--- src/rtl/buffer_window_reader.sv ---
// Circular column-buffer read controller: tracks head/tail/fill, issues write and
// read addresses, and streams overlapping PAR_READ-column windows downstream.
// Optional sticky overflow flag: define BUF_READER_OVF_ERR_EN to build it.
module buffer_window_reader #(
    parameter  int ROW_SIZE  = 8,
    parameter  int COLUMNS   = 32,
    parameter  int PAR_WRITE = 4,
    parameter  int PAR_READ  = 4,
    parameter  int STRIDE    = 1,
    localparam int AW        = $clog2(COLUMNS),
    localparam int CW        = $clog2(PAR_WRITE) + 1
) (
    input  logic                         clk,
    input  logic                         rst,
    input  logic                         wr_req,
    input  logic [CW-1:0]                wr_cnt,
    output logic                         wr_ready,
    output logic                         buf_wen,
    output logic [PAR_WRITE*AW-1:0]      buf_waddr,
    output logic [PAR_READ*AW-1:0]       buf_raddr,
    input  logic [PAR_READ*ROW_SIZE-1:0] buf_rdata,
    output logic [PAR_READ*ROW_SIZE-1:0] dout,
    output logic                         dout_valid,
    input  logic                         dout_ready,
    output logic [AW:0]                  fill,
    output logic                         err_ovf
);

    localparam int FW = AW + 1;
    localparam logic [FW-1:0] COLS_F     = FW'(COLUMNS);
    localparam logic [FW-1:0] STRIDE_F   = FW'(STRIDE);
    localparam logic [FW-1:0] PAR_READ_F = FW'(PAR_READ);
    localparam logic [AW-1:0] STRIDE_A   = AW'(STRIDE);

    logic [AW-1:0]                  head_q, head_d;
    logic [AW-1:0]                  tail_q, tail_d;
    logic [FW-1:0]                  fill_q, fill_d;
    logic [PAR_READ*ROW_SIZE-1:0]   dout_q, dout_d;
    logic                           dout_valid_q, dout_valid_d;

    logic [FW-1:0]                  free_w;
    logic [FW-1:0]                  wr_cnt_w;
    logic [FW-1:0]                  avail_w;
    logic [AW-1:0]                  next_head_w;
    logic [AW-1:0]                  last_off_w;
    logic                           push_w;
    logic                           pop_w;
    logic                           load_w;

    // Write side: acceptance never looks at the consumer handshake.
    assign free_w     = COLS_F - fill_q;
    assign wr_cnt_w   = FW'(wr_cnt);
    assign wr_ready   = (wr_cnt_w <= free_w);
    assign push_w     = wr_req && wr_ready;
    assign buf_wen    = push_w && (wr_cnt != '0);
    assign last_off_w = (wr_cnt == '0) ? '0 : AW'(wr_cnt - CW'(1));

    // Read side: look one pop ahead so a popped window is refilled the same cycle.
    assign pop_w       = dout_valid_q && dout_ready;
    assign next_head_w = pop_w ? head_q + STRIDE_A : head_q;
    assign avail_w     = pop_w ? fill_q - STRIDE_F : fill_q;
    assign load_w      = (!dout_valid_q || pop_w) && (avail_w >= PAR_READ_F);

    always_comb begin
        // NOTE: every always_comb output gets a default first so no path can infer a latch.
        buf_waddr = '0;
        for (int i = 0; i < PAR_WRITE; i++) begin
            buf_waddr[i*AW +: AW] = tail_q + ((CW'(i) < wr_cnt) ? AW'(i) : last_off_w);
        end
    end

    always_comb begin
        buf_raddr = '0;
        for (int j = 0; j < PAR_READ; j++) begin
            buf_raddr[j*AW +: AW] = next_head_w + AW'(j);
        end
    end

    always_comb begin
        head_d       = next_head_w;
        tail_d       = tail_q;
        fill_d       = fill_q + (push_w ? wr_cnt_w : '0) - (pop_w ? STRIDE_F : '0);
        dout_d       = dout_q;
        dout_valid_d = dout_valid_q;
        if (push_w) begin
            tail_d = tail_q + AW'(wr_cnt);
        end
        if (load_w) begin
            dout_d       = buf_rdata;
            dout_valid_d = 1'b1;
        end else if (pop_w) begin
            dout_valid_d = 1'b0;
        end
    end

    always_ff @(posedge clk) begin
        // NOTE: registers use non-blocking assignments so every flop samples pre-edge values.
        if (rst) begin
            head_q       <= '0;
            tail_q       <= '0;
            fill_q       <= '0;
            dout_q       <= '0;
            dout_valid_q <= 1'b0;
        end else begin
            head_q       <= head_d;
            tail_q       <= tail_d;
            fill_q       <= fill_d;
            dout_q       <= dout_d;
            dout_valid_q <= dout_valid_d;
        end
    end

    assign dout       = dout_q;
    assign dout_valid = dout_valid_q;
    assign fill       = fill_q;

`ifdef BUF_READER_OVF_ERR_EN
    logic err_ovf_q;

    // A request larger than the free space is exactly a request that is not ready.
    always_ff @(posedge clk) begin
        if (rst) begin
            err_ovf_q <= 1'b0;
        end else if (wr_req && !wr_ready) begin
            err_ovf_q <= 1'b1;
        end
    end

    assign err_ovf = err_ovf_q;
`else
    assign err_ovf = 1'b0;
`endif

endmodule
--- config.mk ---
export PLATFORM = sky130hd
export DESIGN_NAME = buffer_window_reader
export DESIGN_NICKNAME = d
export VERILOG_FILES = /design/src/rtl/buffer_window_reader.sv
export SDC_FILE = /design/constraint.sdc
export NUM_CORES = 1
export LEC_CHECK = 0
export ABC_AREA = 1
export CORE_MARGIN = 2
export CORE_UTILIZATION = 48
export DETAILED_ROUTE_END_ITERATION = 6
export MAX_ROUTING_LAYER = met4
export PLACE_DENSITY = 0.81
export SLEW_MARGIN = 20
export SYNTH_ARGS = -nofsm -noshare
export SYNTH_HDL_FRONTEND = slang
export SYNTH_SLANG_ARGS = --single-unit
--- constraint.sdc ---
create_clock -name clk -period 3.7 [get_ports clk]
set_input_delay 0.555 -clock clk [delete_from_list [all_inputs] [get_ports clk]]
set_output_delay 0.555 -clock clk [all_outputs]
set_load 0.03 [all_outputs]
==> impl_metrics.tcl, run 1 <==
set metrics [dict create \
    fin_crit_sh_pct 96.59 \
    ys_warn_count 0 \
    power_density_nw_per_um2 731.3 \
    total_power_mw 3.770 \
    critPathRequiredTime_ps 3140 \
    drtIter0Drc 91 \
    antenna_cells 0 \
    grt_remaining_overflow 0 \
    drtAntennaViolNets 0 \
    first_pass_iters 5 \
    hold_path_class "reg -> reg" \
    rsz0062_at_grt "false" \
    period_needed_ps 3574 \
    fp.dieH_um 93.25 \
    grt_max_degree 65 \
    grt_pass1_vias 3484 \
    io_pins 121 \
    clock_sinks 49 \
    drv_cap 0 \
    antenna_found_initial 0 \
    fmaxAchievable_mhz 279.8 \
    clk_path_buf_depth 2 \
    synthCells 527 \
    worst_setup_path_start_kind "input port" \
    syn2layout_area_growth_pct 34.82 \
    drc 0 \
    core_um2 7727 \
    fin_area_um2 5155 \
    dp_hpwl_um 7092 \
    ff2ff_path_depth 24 \
    crit_end "buf_waddr[9]" \
    vias_per_cell 4.814 \
    final_hold_viol_count 0 \
    cellLeakagePower_nw 2.681 \
    gp_congestion 0.8607 \
    routed_wl_um 9093 \
    drive_above_1_share_pct 14.55 \
    hold-worst-slack_ps 488.9 \
    slew_viol_final 0 \
    tns_ps 0 \
    timing.rr.end "fill[4]$_SDFF_PP0_" \
    htree_num_levels 2 \
    yosysSeqAreaShare_pct 25.65 \
    clkLatencyLatePin_ps 300 \
    worstPathMaxFanout 7 \
    outcome "finished clean" \
    num-fill-cells 662 \
    synth_area_um2 3824 \
    critical_path_class "in -> out" \
    tightest_slew_ps 759.9 \
    final_common_cell "clkdlybuf4s50_1" \
    min_delay_path_depth 2 \
    detail_route.wl_per_cell_um 12.16 \
    grt_first_pass_wirelength_um 14920 \
    yosys.cell_types.count 34 \
    start_util_pct 49.48 \
    final_cell_mix "clkdlybuf4s50_1 (103), nand2_1 (92), inv_1 (81)" \
    cp-end-kind "primary output" \
    ir_drop_mv 0.4016 \
    ctsHoldBuffers 0 \
    fp.dieW_um 93.25 \
    setup_viol 0 \
    arrival_ps 3020 \
    vias 3601 \
    die_area_um2 8696 \
    final_cells 748 \
    io_buffers 119 \
    rows 32 \
    placed_cell_area_um2 5054 \
    slew_headroom_pct 49.34 \
    regArea_um2 982.2 \
    dp_cells 740 \
    ys_seq_elements 49 \
    postCtsSetupRepairBufs 0 \
    clk_pin_slew_ps 100 \
    nNetsFinal 731 \
    syn_avg_cell_area_um2 7.256 \
    clock_skew_ps 5.986 \
    cts_buffers 5 \
    track_usage_pct 21.13 \
    multi_input_area_um2 2370 \
    cts_tree "built" \
    cts_root_buf "clkbuf_8" \
    rrSetupSlack_ps 300 \
    cp-startpoint "wr_cnt[2]" \
    r2r_start "fill[0]$_SDFF_PP0_" \
]
[flip-flops by register name (all words and copies together), names as in the netlist]
name        flops
dout           32
dout_valid      1
fill            6
head_q          5
tail_q          5
[cells in the mapped netlist, drive strengths merged]
cell / count / area, µm²
conb: 2 / 7.510
nor2: 66 / 269.0
nand3: 51 / 395.4
a31oi: 1 / 6.260
xor2: 18 / 165.2
ha: 41 / 513.0
clkinv: 1 / 5.000
nor3: 1 / 5.000
buf: 17 / 136.4
a31o: 1 / 8.760
a21oi: 49 / 245.2
clkbuf: 5 / 18.77
nand3b: 2 / 15.01
dfxtp: 49 / 980.9
inv: 86 / 322.8
or2: 3 / 18.77
nand2: 107 / 455.4
xnor2: 7 / 61.31
fa: 6 / 120.1
nand4: 3 / 18.77
o21ai: 11 / 55.05
[worst max-delay path: stages]
cell and delay, ps:
clkdlybuf4s50_1 520, inv_1 110, ha_1 220, or2_1 300
buf_4 190, nor2_8 100, nand2_1 90, inv_1 70
ha_1 240, a21oi_1 160, o21ai_0 120, xor2_1 170
buf_4 180
[power breakdown]
part	internal (mW)	switching, mW	total, mW	leakage [nW]
logic	0.998	1.58	2.57	2.23
clock network	0.138	0.197	0.336	0.0452
registers	0.711	0.150	0.861	0.407
total	1.85	1.92	3.77	2.68
[per-stage QoR]
step,util [%],worst slack (ps)
CTS,66.61,98.20
global placement,65.40,159.4
detailed placement,65.40,93.90
floorplan,-,113.3
global route,66.71,2.677
finish,66.71,126.0
[kinds of logic (layout without fill, tap and decap cells)]
logic type	count (synthesis)	in the layout	synth area share (%)
AO/OA/AOI/OAI	62	62	8.246
XOR/XNOR	25	25	5.923
adder cells (fa/ha/maj)	47	47	16.56
buffers and inverters	109	227	12.63
flip-flops	49	49	25.65
other	2	3	0.1964
AND/OR/NAND/NOR	233	233	30.79
[final cells by class]
class	count	share of cell area (%)
clock buffers	5	1.335
clock inverters	3	0.4854
inverters	87	6.359
multi-input cells	370	45.97
flip-flops and latches	49	19.05
well taps	102	2.476
repair buffers	132	24.32
[worst min-delay path by stage]
| stage | startpoint | to |
|---|---|---|
| floorplan | tail_q[4]$_SDFFE_PP0N_ | tail_q[4]$_SDFFE_PP0N_ |
| global placement | dout[28]$_SDFFE_PP0P_ | dout[28]$_SDFFE_PP0P_ |
| detailed placement | dout[21]$_SDFFE_PP0P_ | dout[21]$_SDFFE_PP0P_ |
| CTS | dout[26]$_SDFFE_PP0P_ | dout[26]$_SDFFE_PP0P_ |
| global route | dout[8]$_SDFFE_PP0P_ | dout[8]$_SDFFE_PP0P_ |
| finish | dout[21]$_SDFFE_PP0P_ | dout[21]$_SDFFE_PP0P_ |
[routing by layer]
layer	wire length (µm)	share of wire (%)	global-route usage (%)
met2	4479	49	37.53
met3	435	4.8	3.787
met5	0	0	-
met4	201	2.2	6.127
met1	3978	44	24.34
[timing repair]
item,in CTS,in global routing
gates resized for setup,0,4
setup endpoints to repair,0,4
hold endpoints to repair,0,0
Power figures use the tool's default switching activity.
==> inputs of run 2 (changes only) <==
- ABC_AREA: 1 -> default
- CORE_UTILIZATION: 48 -> 46
- PLACE_DENSITY: 0.81 -> 0.8
==> run 2 against run 1 <==
Net effect:
- utilization is 0.55 points higher
- global-route usage up 0.086 points
- critical endpoint is now buf_raddr[14]
- sequential power grew 4.8%
- clock-buffer cell count unchanged
- largest cell class unchanged
- via count fell by 9.5%
==> impl_metrics.tcl, run 2 <==
set metrics [dict create \
    outcome "finished clean" \
    die_area_um2 8404 \
    final_cell_mix "clkdlybuf4s50_1 (94), nand2_1 (82), dfxtp_1 (48)" \
    track_usage_pct 21.21 \
    slew_viol_final 0 \
    arrival_ps 2970 \
    tightest_slew_ps 562.8 \
    grt_pass1_vias 3202 \
    synthFlopType "dfxtp_1" \
    top_layer "met4" \
    cts_buffers 5 \
    multi_input_area_um2 2305 \
    grt_first_pass_wirelength_um 14440 \
    placed_cell_area_um2 4822 \
    nNetsFinal 627 \
    ys_seq_elements 49 \
    clock_skew_ps 4.611 \
    cts_root_buf "clkbuf_8" \
    dr_wl_met3_um 504 \
    synth_most_common_cell "nand2_1" \
    drv_cap 0 \
    cts_tree "built" \
    cp-end-kind "primary output" \
    fin_crit_sh_pct 95.18 \
    synth_top_cell_area_share_pct 27.74 \
    drive_above_1_share_pct 11.25 \
    syn_avg_cell_area_um2 8.520 \
    grt_remaining_overflow 0 \
    num-fill-cells 611 \
    final_common_cell "clkdlybuf4s50_1" \
    clk_pin_slew_ps 90 \
    critical_path_class "in -> out" \
    io_pins 121 \
    antenna_cells 0 \
    rows 31 \
    htree_num_levels 2 \
    dp_cells 633 \
    antenna_found_initial 0 \
    clk_path_buf_depth 2 \
    async_flop_share_pct 0 \
    wl_met1_um 3995 \
    worstPathMaxFanout 5 \
    vias 3260 \
    ir_drop_mv 0.3851 \
    slew_headroom_pct 62.42 \
    yosys.cell_types.count 44 \
    dp_hpwl_um 6871 \
    ctsHoldBuffers 0 \
    vias_per_cell 5.086 \
    fp.dieH_um 91.68 \
    synth_area_um2 3536 \
    drc 0 \
    clock_sinks 49 \
    detail_route.wl_per_cell_um 13.67 \
    final_cells 641 \
    critPathRequiredTime_ps 3140 \
    postCtsSetupRepairBufs 0 \
    clkLatencyLatePin_ps 300 \
    first_pass_iters 4 \
    worst_setup_path_start_kind "input port" \
    start_util_pct 48.23 \
    syn2layout_area_growth_pct 39.46 \
    gp_congestion 0.8766 \
    grt_max_degree 38 \
    synthCells 415 \
    regArea_um2 982.2 \
    ys_warn_count 0 \
    wl_met2_um 4239 \
    fmaxAchievable_mhz 284.0 \
    final_hold_viol_count 0 \
    fin_area_um2 4931 \
    period_needed_ps 3522 \
    fp.dieW_um 91.68 \
    core_um2 7331 \
    power_density_nw_per_um2 825.3 \
    largest_reg_flops 32 \
    drtIter0Drc 106 \
    synth_top_area_cell "dfxtp_1" \
    routed_wl_um 8762 \
    setup_viol 0 \
    cellLeakagePower_nw 2.243 \
    synth-edff-count 0 \
    yosysSeqAreaShare_pct 27.74 \
    io_buffers 119 \
    hold_path_class "reg -> reg" \
    hold-worst-slack_ps 463.8 \
    drtAntennaViolNets 0 \
    ys_top_cells_by_count "nand2_1 (82), dfxtp_1 (49), ha_1 (41)" \
    synthTopCellsByArea "dfxtp_1 (28%), ha_1 (15%), mux2i_1 (9.3%)" \
]
## run 2: report_power, final
group	total (mW)	switching (mW)	internal [mW]
clock	0.329	0.194	0.135
combinational	2.84	1.62	1.22
sequential	0.902	0.189	0.713
## run 2: layout make-up
type / instances / share of cell area, %
clock inverters: 3 / 0.4314
clock buffers: 5 / 1.396
repair buffers: 139 / 26.34
inverters: 35 / 2.664
multi-input cells: 311 / 46.74
flip-flops and latches: 49 / 19.92
well taps: 99 / 2.512
## run 2: metrics by stage
stage          power, mW  worst slack (ps)  utilization, %  setup TNS [ps]
2_1_floorplan      2.834             8.531               -               0
3_3_place_gp       3.668             138.7           65.78               0
3_5_place_dp       3.727             35.47           65.78               0
4_1_cts            4.074             43.47           67.01               0
5_1_grt            4.339            -28.66           67.26          -28.66
6_report           4.069             178.5           67.26               0
## run 2: logic make-up after synthesis
kind of cell	synth area share, %
mux	9.342
other cells	0.2124
fa+ha+maj	17.91
buf+inv	7.396
flops	27.74
xor+xnor	8.422
compound gates	9.766
simple gates	19.21
## run 2: routing by layer
layer,global-route usage (%),vias to the layer above
met1,26.15,1523
met3,4.601,2
li1,-,1636
met2,36.09,99
met5,-,-
met4,3.914,0
## run 2: final timing paths
check                             start                    end  slack [ps]  cells after the start
setup / recovery             dout_ready          buf_raddr[14]         180                      8
hold / removal    dout[27]$_SDFFE_PP0P_  dout[27]$_SDFFE_PP0P_         460                      2
setup reg to reg     fill[1]$_SDFF_PP0_     fill[5]$_SDFF_PP0_         250                     17
hold reg to reg   dout[27]$_SDFFE_PP0P_  dout[27]$_SDFFE_PP0P_         460                      2
## run 2: critical path, cell delays in order
cell and delay (ps):
clkdlybuf4s50_1 450, nand2_1 190, clkinv_1 130, buf_4 180, nand4_1 120, xor2_1 420
xnor2_1 190, clkdlybuf4s50_1 720
## run 2: what timing repair did
item	CTS	global route
endpoints found under the setup margin	0	4
endpoints found under the hold margin	0	0
resized for setup	0	8
